[config.mk]
export PLATFORM = sky130hd
export DESIGN_NAME = bcd_7seg_scan_flat
export DESIGN_NICKNAME = d
export VERILOG_FILES = /design/src/rtl/bcd_7seg_scan_if.sv /design/src/rtl/bcd_7seg_scan.sv /design/src/flat_wrapper.sv
export SDC_FILE = /design/constraint.sdc
export NUM_CORES = 1
export LEC_CHECK = 0
export CAP_MARGIN = 10
export CORE_MARGIN = 2
export CORE_UTILIZATION = 25
export CTS_CLUSTER_SIZE = 12
export DETAILED_ROUTE_END_ITERATION = 7
export PLACE_DENSITY = 0.41
export SLEW_MARGIN = 20
export SYNTH_ARGS = -nofsm -noshare
export SYNTH_HDL_FRONTEND = slang
export SYNTH_SLANG_ARGS = --single-unit
[constraint.sdc]
create_clock -name clk -period 2.84 [get_ports clk]
set_input_delay 0.426 -clock clk [delete_from_list [all_inputs] [get_ports clk]]
set_output_delay 0.426 -clock clk [all_outputs]
set_load 0.05 [all_outputs]
[src/rtl/bcd_7seg_scan_if.sv]
// Bus between a datapath and the multiplexed 7-segment scanner: digits and load in, segment/enable lines out.
interface bcd_7seg_scan_if #(
    parameter int NUM_DIGITS = 4
);
    logic [4*NUM_DIGITS-1:0] bcd_in;
    logic [NUM_DIGITS-1:0]   dp_in;
    logic                    load;
    logic [6:0]              seg;
    logic                    dp;
    logic [NUM_DIGITS-1:0]   an;
    logic                    frame_tick;

    modport master (
        output bcd_in, dp_in, load,
        input  seg, dp, an, frame_tick
    );

    modport slave (
        input  bcd_in, dp_in, load,
        output seg, dp, an, frame_tick
    );
endinterface

[src/rtl/bcd_7seg_scan.sv]
// Time-multiplexed BCD-to-7-segment scanner with shadow-latched digits and registered outputs.
// Define LEADING_ZERO_BLANK_EN to blank leading zero digits (digit 0 is always shown).
module bcd_7seg_scan #(
    parameter int NUM_DIGITS = 4,
    parameter int SCAN_DIV   = 1000,
    parameter bit ACTIVE_LOW = 1'b0
) (
    input  logic           clk,
    input  logic           rst,
    bcd_7seg_scan_if.slave bus
);
    localparam int CNT_W = (SCAN_DIV > 1) ? $clog2(SCAN_DIV) : 1;
    localparam int IDX_W = (NUM_DIGITS > 1) ? $clog2(NUM_DIGITS) : 1;
    localparam logic [CNT_W-1:0] CNT_LAST = CNT_W'(SCAN_DIV - 1);
    localparam logic [IDX_W-1:0] IDX_LAST = IDX_W'(NUM_DIGITS - 1);

    logic [4*NUM_DIGITS-1:0] r_shadow;
    logic [NUM_DIGITS-1:0]   r_dpShadow;
    logic [CNT_W-1:0]        r_scanCnt;
    logic [IDX_W-1:0]        r_idx;
    logic                    r_wrapPending;
    logic [6:0]              r_seg;
    logic                    r_dp;
    logic [NUM_DIGITS-1:0]   r_an;
    logic                    r_frameTick;

    logic                    w_advance;
    logic [3:0]              w_digit;
    logic                    w_dpSel;
    logic                    w_blank;
    logic [6:0]              w_segNext;
    logic [NUM_DIGITS-1:0]   w_anNext;

    function automatic logic [6:0] decode(input logic [3:0] d);
        logic [6:0] s;
        case (d)
            4'd0:    s = 7'b1111110;
            4'd1:    s = 7'b0110000;
            4'd2:    s = 7'b1101101;
            4'd3:    s = 7'b1111001;
            4'd4:    s = 7'b0110011;
            4'd5:    s = 7'b1011011;
            4'd6:    s = 7'b1011111;
            4'd7:    s = 7'b1110000;
            4'd8:    s = 7'b1111111;
            4'd9:    s = 7'b1111011;
            default: s = 7'b0000000;
        endcase
        return s;
    endfunction

    always_ff @(posedge clk) begin
        if (rst) begin
            r_shadow   <= '0;
            r_dpShadow <= '0;
        end else if (bus.load) begin
            r_shadow   <= bus.bcd_in;
            r_dpShadow <= bus.dp_in;
        end
    end

    assign w_advance = (r_scanCnt == CNT_LAST);

    // r_wrapPending marks the first cycle idx is back at 0 so the output stage can pulse frame_tick in step with an.
    always_ff @(posedge clk) begin
        if (rst) begin
            r_scanCnt     <= '0;
            r_idx         <= '0;
            r_wrapPending <= 1'b0;
        end else begin
            r_wrapPending <= w_advance && (r_idx == IDX_LAST);
            if (w_advance) begin
                r_scanCnt <= '0;
                r_idx     <= (r_idx == IDX_LAST) ? '0 : r_idx + 1'b1;
            end else begin
                r_scanCnt <= r_scanCnt + 1'b1;
            end
        end
    end

    always_comb begin
        w_digit = 4'd0;
        w_dpSel = 1'b0;
        for (int i = 0; i < NUM_DIGITS; i++) begin
            if (r_idx == IDX_W'(i)) begin
                w_digit = r_shadow[4*i +: 4];
                w_dpSel = r_dpShadow[i];
            end
        end
    end

`ifdef LEADING_ZERO_BLANK_EN
    logic w_zeroAbove;

    // Walk down from the most significant digit; a digit is blank while every digit from it upward is zero.
    always_comb begin
        w_blank     = 1'b0;
        w_zeroAbove = 1'b1;
        for (int i = NUM_DIGITS - 1; i > 0; i--) begin
            w_zeroAbove = w_zeroAbove & (r_shadow[4*i +: 4] == 4'd0);
            if (r_idx == IDX_W'(i)) begin
                w_blank = w_zeroAbove;
            end
        end
    end
`else
    assign w_blank = 1'b0;
`endif

    assign w_segNext = w_blank ? 7'b0000000 : decode(w_digit);
    assign w_anNext  = NUM_DIGITS'(1) << r_idx;

    always_ff @(posedge clk) begin
        if (rst) begin
            r_seg       <= {7{ACTIVE_LOW}};
            r_dp        <= ACTIVE_LOW;
            r_an        <= {NUM_DIGITS{ACTIVE_LOW}};
            r_frameTick <= 1'b0;
        end else begin
            r_seg       <= w_segNext ^ {7{ACTIVE_LOW}};
            r_dp        <= w_dpSel ^ ACTIVE_LOW;
            r_an        <= w_anNext ^ {NUM_DIGITS{ACTIVE_LOW}};
            r_frameTick <= r_wrapPending;
        end
    end

    assign bus.seg        = r_seg;
    assign bus.dp         = r_dp;
    assign bus.an         = r_an;
    assign bus.frame_tick = r_frameTick;
endmodule

[src/flat_wrapper.sv]
// flat-port wrapper written by rule: the top's interface ports become plain ports
module bcd_7seg_scan_flat 
#(
    parameter int NUM_DIGITS = 4,
    parameter int SCAN_DIV   = 1000,
    parameter bit ACTIVE_LOW = 1'b0
)
  (clk, rst, bus_bcd_in, bus_dp_in, bus_load, bus_seg, bus_dp, bus_an, bus_frame_tick);
  bcd_7seg_scan_if #(.NUM_DIGITS(NUM_DIGITS)) bus_i ();
  input  logic clk;
  input  logic rst;
  input wire logic [$bits(bus_i.bcd_in)-1:0] bus_bcd_in;
  input wire logic [$bits(bus_i.dp_in)-1:0] bus_dp_in;
  input wire logic [$bits(bus_i.load)-1:0] bus_load;
  output wire logic [$bits(bus_i.seg)-1:0] bus_seg;
  output wire logic [$bits(bus_i.dp)-1:0] bus_dp;
  output wire logic [$bits(bus_i.an)-1:0] bus_an;
  output wire logic [$bits(bus_i.frame_tick)-1:0] bus_frame_tick;
  assign bus_i.bcd_in = bus_bcd_in;
  assign bus_i.dp_in = bus_dp_in;
  assign bus_i.load = bus_load;
  assign bus_seg = bus_i.seg;
  assign bus_dp = bus_i.dp;
  assign bus_an = bus_i.an;
  assign bus_frame_tick = bus_i.frame_tick;
  bcd_7seg_scan #(.NUM_DIGITS(NUM_DIGITS), .SCAN_DIV(SCAN_DIV), .ACTIVE_LOW(ACTIVE_LOW)) u_core (.clk(clk), .rst(rst), .bus(bus_i));
endmodule
== Word level (Yosys, flattened, before mapping) ==
Memories as Yosys holds them, arrays and structs flattened. A register that Yosys moved wholly into a read port is not among the register bits.
Index checks and enable logic that the tools add are counted.
W data, S select, Z words.

* Register bits after elaboration: 39
* Bits in read-only memories: 112
* Input bits: 23
* Output and inout port bits: 13
* Word-level logic and storage cells: 28
* Memories kept: 1

* Add/subtract/negate cells: 2
* Eq/ne operators: 4
* Shift-type cells: 1
* Multiplexer cells: 9
* Reduce and logical (&&, ||, !) cells: 3

{| class="wikitable"
|+ Memory list
! memory !! words !! bits a word !! read ports !! clocked after memory_dff !! write ports !! line !! RTL
|-
| (name not given) || 16 || 7 || 1 || 1 || 0 || bcd_7seg_scan.sv:36 || <nowiki>case (d)</nowiki>
|}

{| class="wikitable"
|+ Operators with widths
! kind !! number
|-
| $mux W4 || 4
|-
| $add A10 B1 Y10 const B || 1
|-
| $eq A10 B10 Y1 const B || 1
|-
| $eq A2 B2 Y1 const B || 2
|-
| $mux W1 || 4
|-
| $shl A1 B2 Y4 const A || 1
|-
| $add A2 B1 Y2 const B || 1
|-
| $eq A2 B1 Y1 const B || 1
|-
| $logic_not A2 Y1 || 1
|-
| $mux W2 || 1
|-
| $reduce_or A2 Y1 || 1
|-
| $logic_and A1 B1 Y1 || 1
|}

== Logic depth before layout (Yosys ltp) ==
* Word-level depth: 5
* Gate-level depth with buffers: 9
* Gate-level depth less buffers: 8

== Least setup slack after synthesis ==
No wires, ideal clock.

* Path type: reg2reg
* Start: register u_core.r_idx[1]
* End: register u_core.r_seg[3] (netlist: u_core.bus.seg[3])
* Arrival: 1.793 ns
* Path slack: 0.915 ns
* Stages on the path, launching flop included: 10
* Path buffers: 1
* Period minus slack after synthesis: 1.925 ns
* Cell sequence: dfxtp_1 > inv_1 > ha_1 > buf_6 > nand3b_1 > a211o_4 > inv_2 > ha_1 > a21oi_1 > nor4b_2

* Cells in the longest elaborated chain, start to end: 5
* Elaborated cells between the ends (all ways): 8
* Those cells by class: eq/ne: 3; mux: 4; reduce/logical: 1

{| class="wikitable"
|+ Ends and longest elaborated chain
! element !! line !! RTL
|-
| start: declaration || bcd_7seg_scan.sv:20 || <nowiki>logic [IDX_W-1:0] r_idx;</nowiki>
|-
| start signal: assignment || bcd_7seg_scan.sv:74 || <nowiki>r_idx <= (r_idx == IDX_LAST) ? '0 : r_idx + 1'b1;</nowiki>
|-
| $logic_not A2 Y1 || bcd_7seg_scan.sv:85 || <nowiki>if (r_idx == IDX_W'(i)) begin</nowiki>
|-
| $mux W4 (3 in series) || bcd_7seg_scan.sv:85 ||
|-
| $mux W4 (*) || bcd_7seg_scan.sv:85 ||
|-
| end: declaration || bcd_7seg_scan.sv:22 || <nowiki>logic [6:0] r_seg;</nowiki>
|}

Mark *: on every way between the ends. The rest lies on a longest branch, timed or not.
A chain may end at the register's enable or synchronous reset.

== Worst setup path in the final report ==
* Start: register u_core.r_idx[0]
* End: register u_core.r_seg[3] (netlist: u_core.bus.seg[3])

The elaborated chain is that of the path after synthesis.

==> reports/summary.txt <==
CELLS AND AREA
------------------------------------------------------------------------------------------
Final Instance Count excl. Fillers                                                     347
Net count, final                                                                       275
Final antenna diode count                                                                0
Layout cell share with drive strength beyond 1                                     0.09388
Number of inserted filler cells in the final layout                                    836
Area of the multi-input gates                                                    1017 um^2
FF+latch area                                                                   920.9 um^2
Growth of design area from synthesis to finish                                      26.31%

YOSYS
------------------------------------------------------------------------------------------
Post-synth ARST share                                                                    0
Leading register cell type out of synthesis                                        dfxtp_1
Count of distinct cell types in the synthesized netlist                                 45
Most frequent cells after synthesis                                           dfxtp_1 (46), nor2_1 (36), mux2i_1 (22)
Gate Count Post-Synth                                                                  210
Mean cell area of the mapped netlist                                            9.694 um^2
Most area-hungry cell type in the Yosys netlist                                    dfxtp_1
Post-synth design cell area                                                      2036 um^2
FF+latch count, synth                                                                   46
Synthesized netlist net count                                                          241
Post-synth top area share                                                           0.4524
Part of the Yosys area used for sequential elements                                 0.4524
Synth Warn #                                                                             0
Cell with the most instances after synthesis                                       dfxtp_1
Top post-synthesis cells by area                                              dfxtp_1 (45%), mux2i_1 (11%), nor2_1 (6.6%)
Post-synth EDFFs                                                                         0

STA
------------------------------------------------------------------------------------------
Final hold slack                                                                 0.4490 ns
Final slew viol count                                                                    0
Count of endpoints failing hold in the final timing report                               0
Clock Skews                                                                    0.006062 ns
Number of failing setup endpoints in the final timing report                             0
Final TNS setup                                                                       0 ns
Final worst-path cycle share                                                        0.7919
Relative max-transition margin                                                      0.6249
RSZ-0062 raised after global routing                                                    no
Maximum clock rate                                                               444.6 MHz
Transition time at the pin with the least slew margin                            0.5626 ns
Crit path time final                                                              2.249 ns

CTS
------------------------------------------------------------------------------------------
Clock insertion delay at the later pin of the skew report                          0.29 ns
# hold bufs at CTS                                                                       0
TritonCTS buffer count                                                                   5
Maximum buffer depth of the clock tree                                                   2
Number of resized instances in the post-cts repair step                                  0
Post-CTS Repair Setup Buffers                                                            0
Clock tree from TritonCTS                                                            built
Clock edge transition at the registers on the reported setup and hold paths        0.08 ns
CTS Root Cell                                                                     clkbuf_8
Clk sinks                                                                               46
Number of H-tree branching levels                                                        2

POWER
------------------------------------------------------------------------------------------
Maximum VDD drop                                                                  200.3 uV
Final Total Pwr                                                                   1.353 mW
Power density normalized to cell area                                         526.4 nW/um^2
Leakage power figure                                                             0.9954 nW

GRT
------------------------------------------------------------------------------------------
Global-route wire length before repair                                            6.865 mm
Largest net degree at the start of global routing                                       23
Antenna violations before repair                                                         0
Total track usage                                                                   0.1000
Via count of the first global-routing pass                                            1413
Remaining global-route overflow                                                          0

PLACE
------------------------------------------------------------------------------------------
Final RePlAce weighted congestion                                                   0.7535
Number of placed cells counting well taps                                              339
Post-detail-place hpwl                                                            2.975 mm
Count of input and output buffers                                                       35

FLOORPLANNING
------------------------------------------------------------------------------------------
Core outline area                                                                7807 um^2
Die width                                                                         94.24 um
DIE HEIGHT                                                                        94.24 um
Starting Density                                                                    0.2607
Total die area                                                                   8880 um^2
Row cnt                                                                                 32
Count of pins on the block boundary                                                     36

WORST SETUP PATH
------------------------------------------------------------------------------------------
Critical path class                                                           flip-flop to flip-flop
Element type at the critical path start                                          flip-flop
Slowest cell on crit path                                                             ha_1
Required arrival time at the worst endpoint                                        3.01 ns
Critical path peak fanout                                                               15
Cell repeated most along the worst path                                               ha_1
Arrival time at the worst endpoint                                                 2.42 ns
Critical-path cell list                                                       ha_1 -> nor2_1 -> a22o_1 -> a31o_4 -> inv_2 -> ha_1 -> a21oi_1 -> nor4b_2
Max stage delay on crit path                                                       0.56 ns
Capturing element type of the critical path                                      flip-flop

DRT
------------------------------------------------------------------------------------------
Router iterations before antenna repair                                                  4
Total DRC errors in the routed layout                                                    0
Detail-routed via count per cell                                                     4.251
Post-detailed-routing wire length                                                 4.153 mm
Number of vias after detailed routing                                                 1475
Routed wirelength normalized by instance count                                    11.97 um
WL met2                                                                           1.931 mm
Top layer reached by signal wires                                                     met4
Met3 WL post-DR                                                                     125 um
Antenna-violating nets left                                                              0
M1 WL                                                                             2.054 mm
First-iteration detailed-routing DRC count                                              57

FLOW RUN
------------------------------------------------------------------------------------------
Max cap viols                                                                            0

RUN STATUS
------------------------------------------------------------------------------------------
Result of the run                                                             finished clean

HOLD PATH
------------------------------------------------------------------------------------------
Class of the most critical hold timing path                                   flip-flop to flip-flop

metal layers:
layer	track usage	vias up
li1	-	780
met3	0.02167	2
met4	0.03261	0
met2	0.1560	25
met5	0	-
met1	0.1368	668
per-stage QoR:
stage / worst slack (ns) / utilization / area (um^2)
after floorplan: 0.9145 / - / 2036
after CTS: 0.6127 / 0.3293 / 2571
after detailed placement: 0.6358 / 0.3157 / 2465
after global placement: 0.6990 / 0.3157 / 2465
final: 0.5910 / 0.3293 / 2571
after global routing: 0.4399 / 0.3293 / 2571
flip-flops by register name, summed over array words and instances, names as in the netlist:
signal                 count
u_core.bus.an              4
u_core.r_wrapPending       1
u_core.r_scanCnt          10
u_core.bus.seg             7
u_core.bus.frame_tick      1
u_core.r_dpShadow          4
u_core.bus.dp              1
u_core.r_idx               2
u_core.r_shadow           16
where the power goes:
part           internal (mW)  total (mW)  switching, mW
registers              0.676       0.691         0.0152
clock network          0.264       0.474          0.211
logic                 0.0874       0.188          0.100
cells in the final DEF (no fill, tap or decap), types with 5 or more instances in the layout:
cell type	count
inv_1	5
nor2_1	36
a21oi_1	8
clkbuf_8	5
xor2_1	5
ha_1	8
dfxtp_1	46
mux2i_1	22
clkdlybuf4s50_1	35
nand2_1	13
area by class of cell:
cell class / instances / share of cell area
Clock buffer: 7 / 0.02968
Clock inverter: 1 / 0.01168
Inverter: 7 / 0.01022
Multi-Input combinational cell: 146 / 0.3956
Sequential cell: 46 / 0.3582
Tap cell: 102 / 0.04963
Timing Repair Buffer: 38 / 0.1450
worst max-delay path: cells and delay by family, from the launching register on:
kind,cells,cell delay (ns)
adder cells (fa/ha/maj),2,0.79
AO/OA/AOI/OAI,3,0.63
flip-flops,1,0.45
AND/OR/NAND/NOR,2,0.16
buffers and inverters,1,0.10
final timing paths:
| kind | startpoint | to | slack (ns) | cells after the start |
|---|---|---|---|---|
| max reg2reg | u_core.r_idx[0] | u_core.bus.seg[3] | 0.59 | 8 |
| min | u_core.r_scanCnt[0] | u_core.r_scanCnt[0] | 0.45 | 1 |
| min reg2reg | u_core.r_scanCnt[0] | u_core.r_scanCnt[0] | 0.45 | 1 |
| max | u_core.r_idx[0] | u_core.bus.seg[3] | 0.59 | 8 |
cells by family after synthesis:
family | after synthesis | share of synthesized area
AOI/OAI and AO/OA | 29 | 0.1082
xor gates and xnor gates | 7 | 0.03012
adders and majority gates | 8 | 0.04917
buffers and inverters | 18 | 0.04794
DFF | 46 | 0.4524
muxes | 22 | 0.1082
and+or+nand+nor | 80 | 0.2041
No activity file was read; power rests on OpenSTA's default activity.
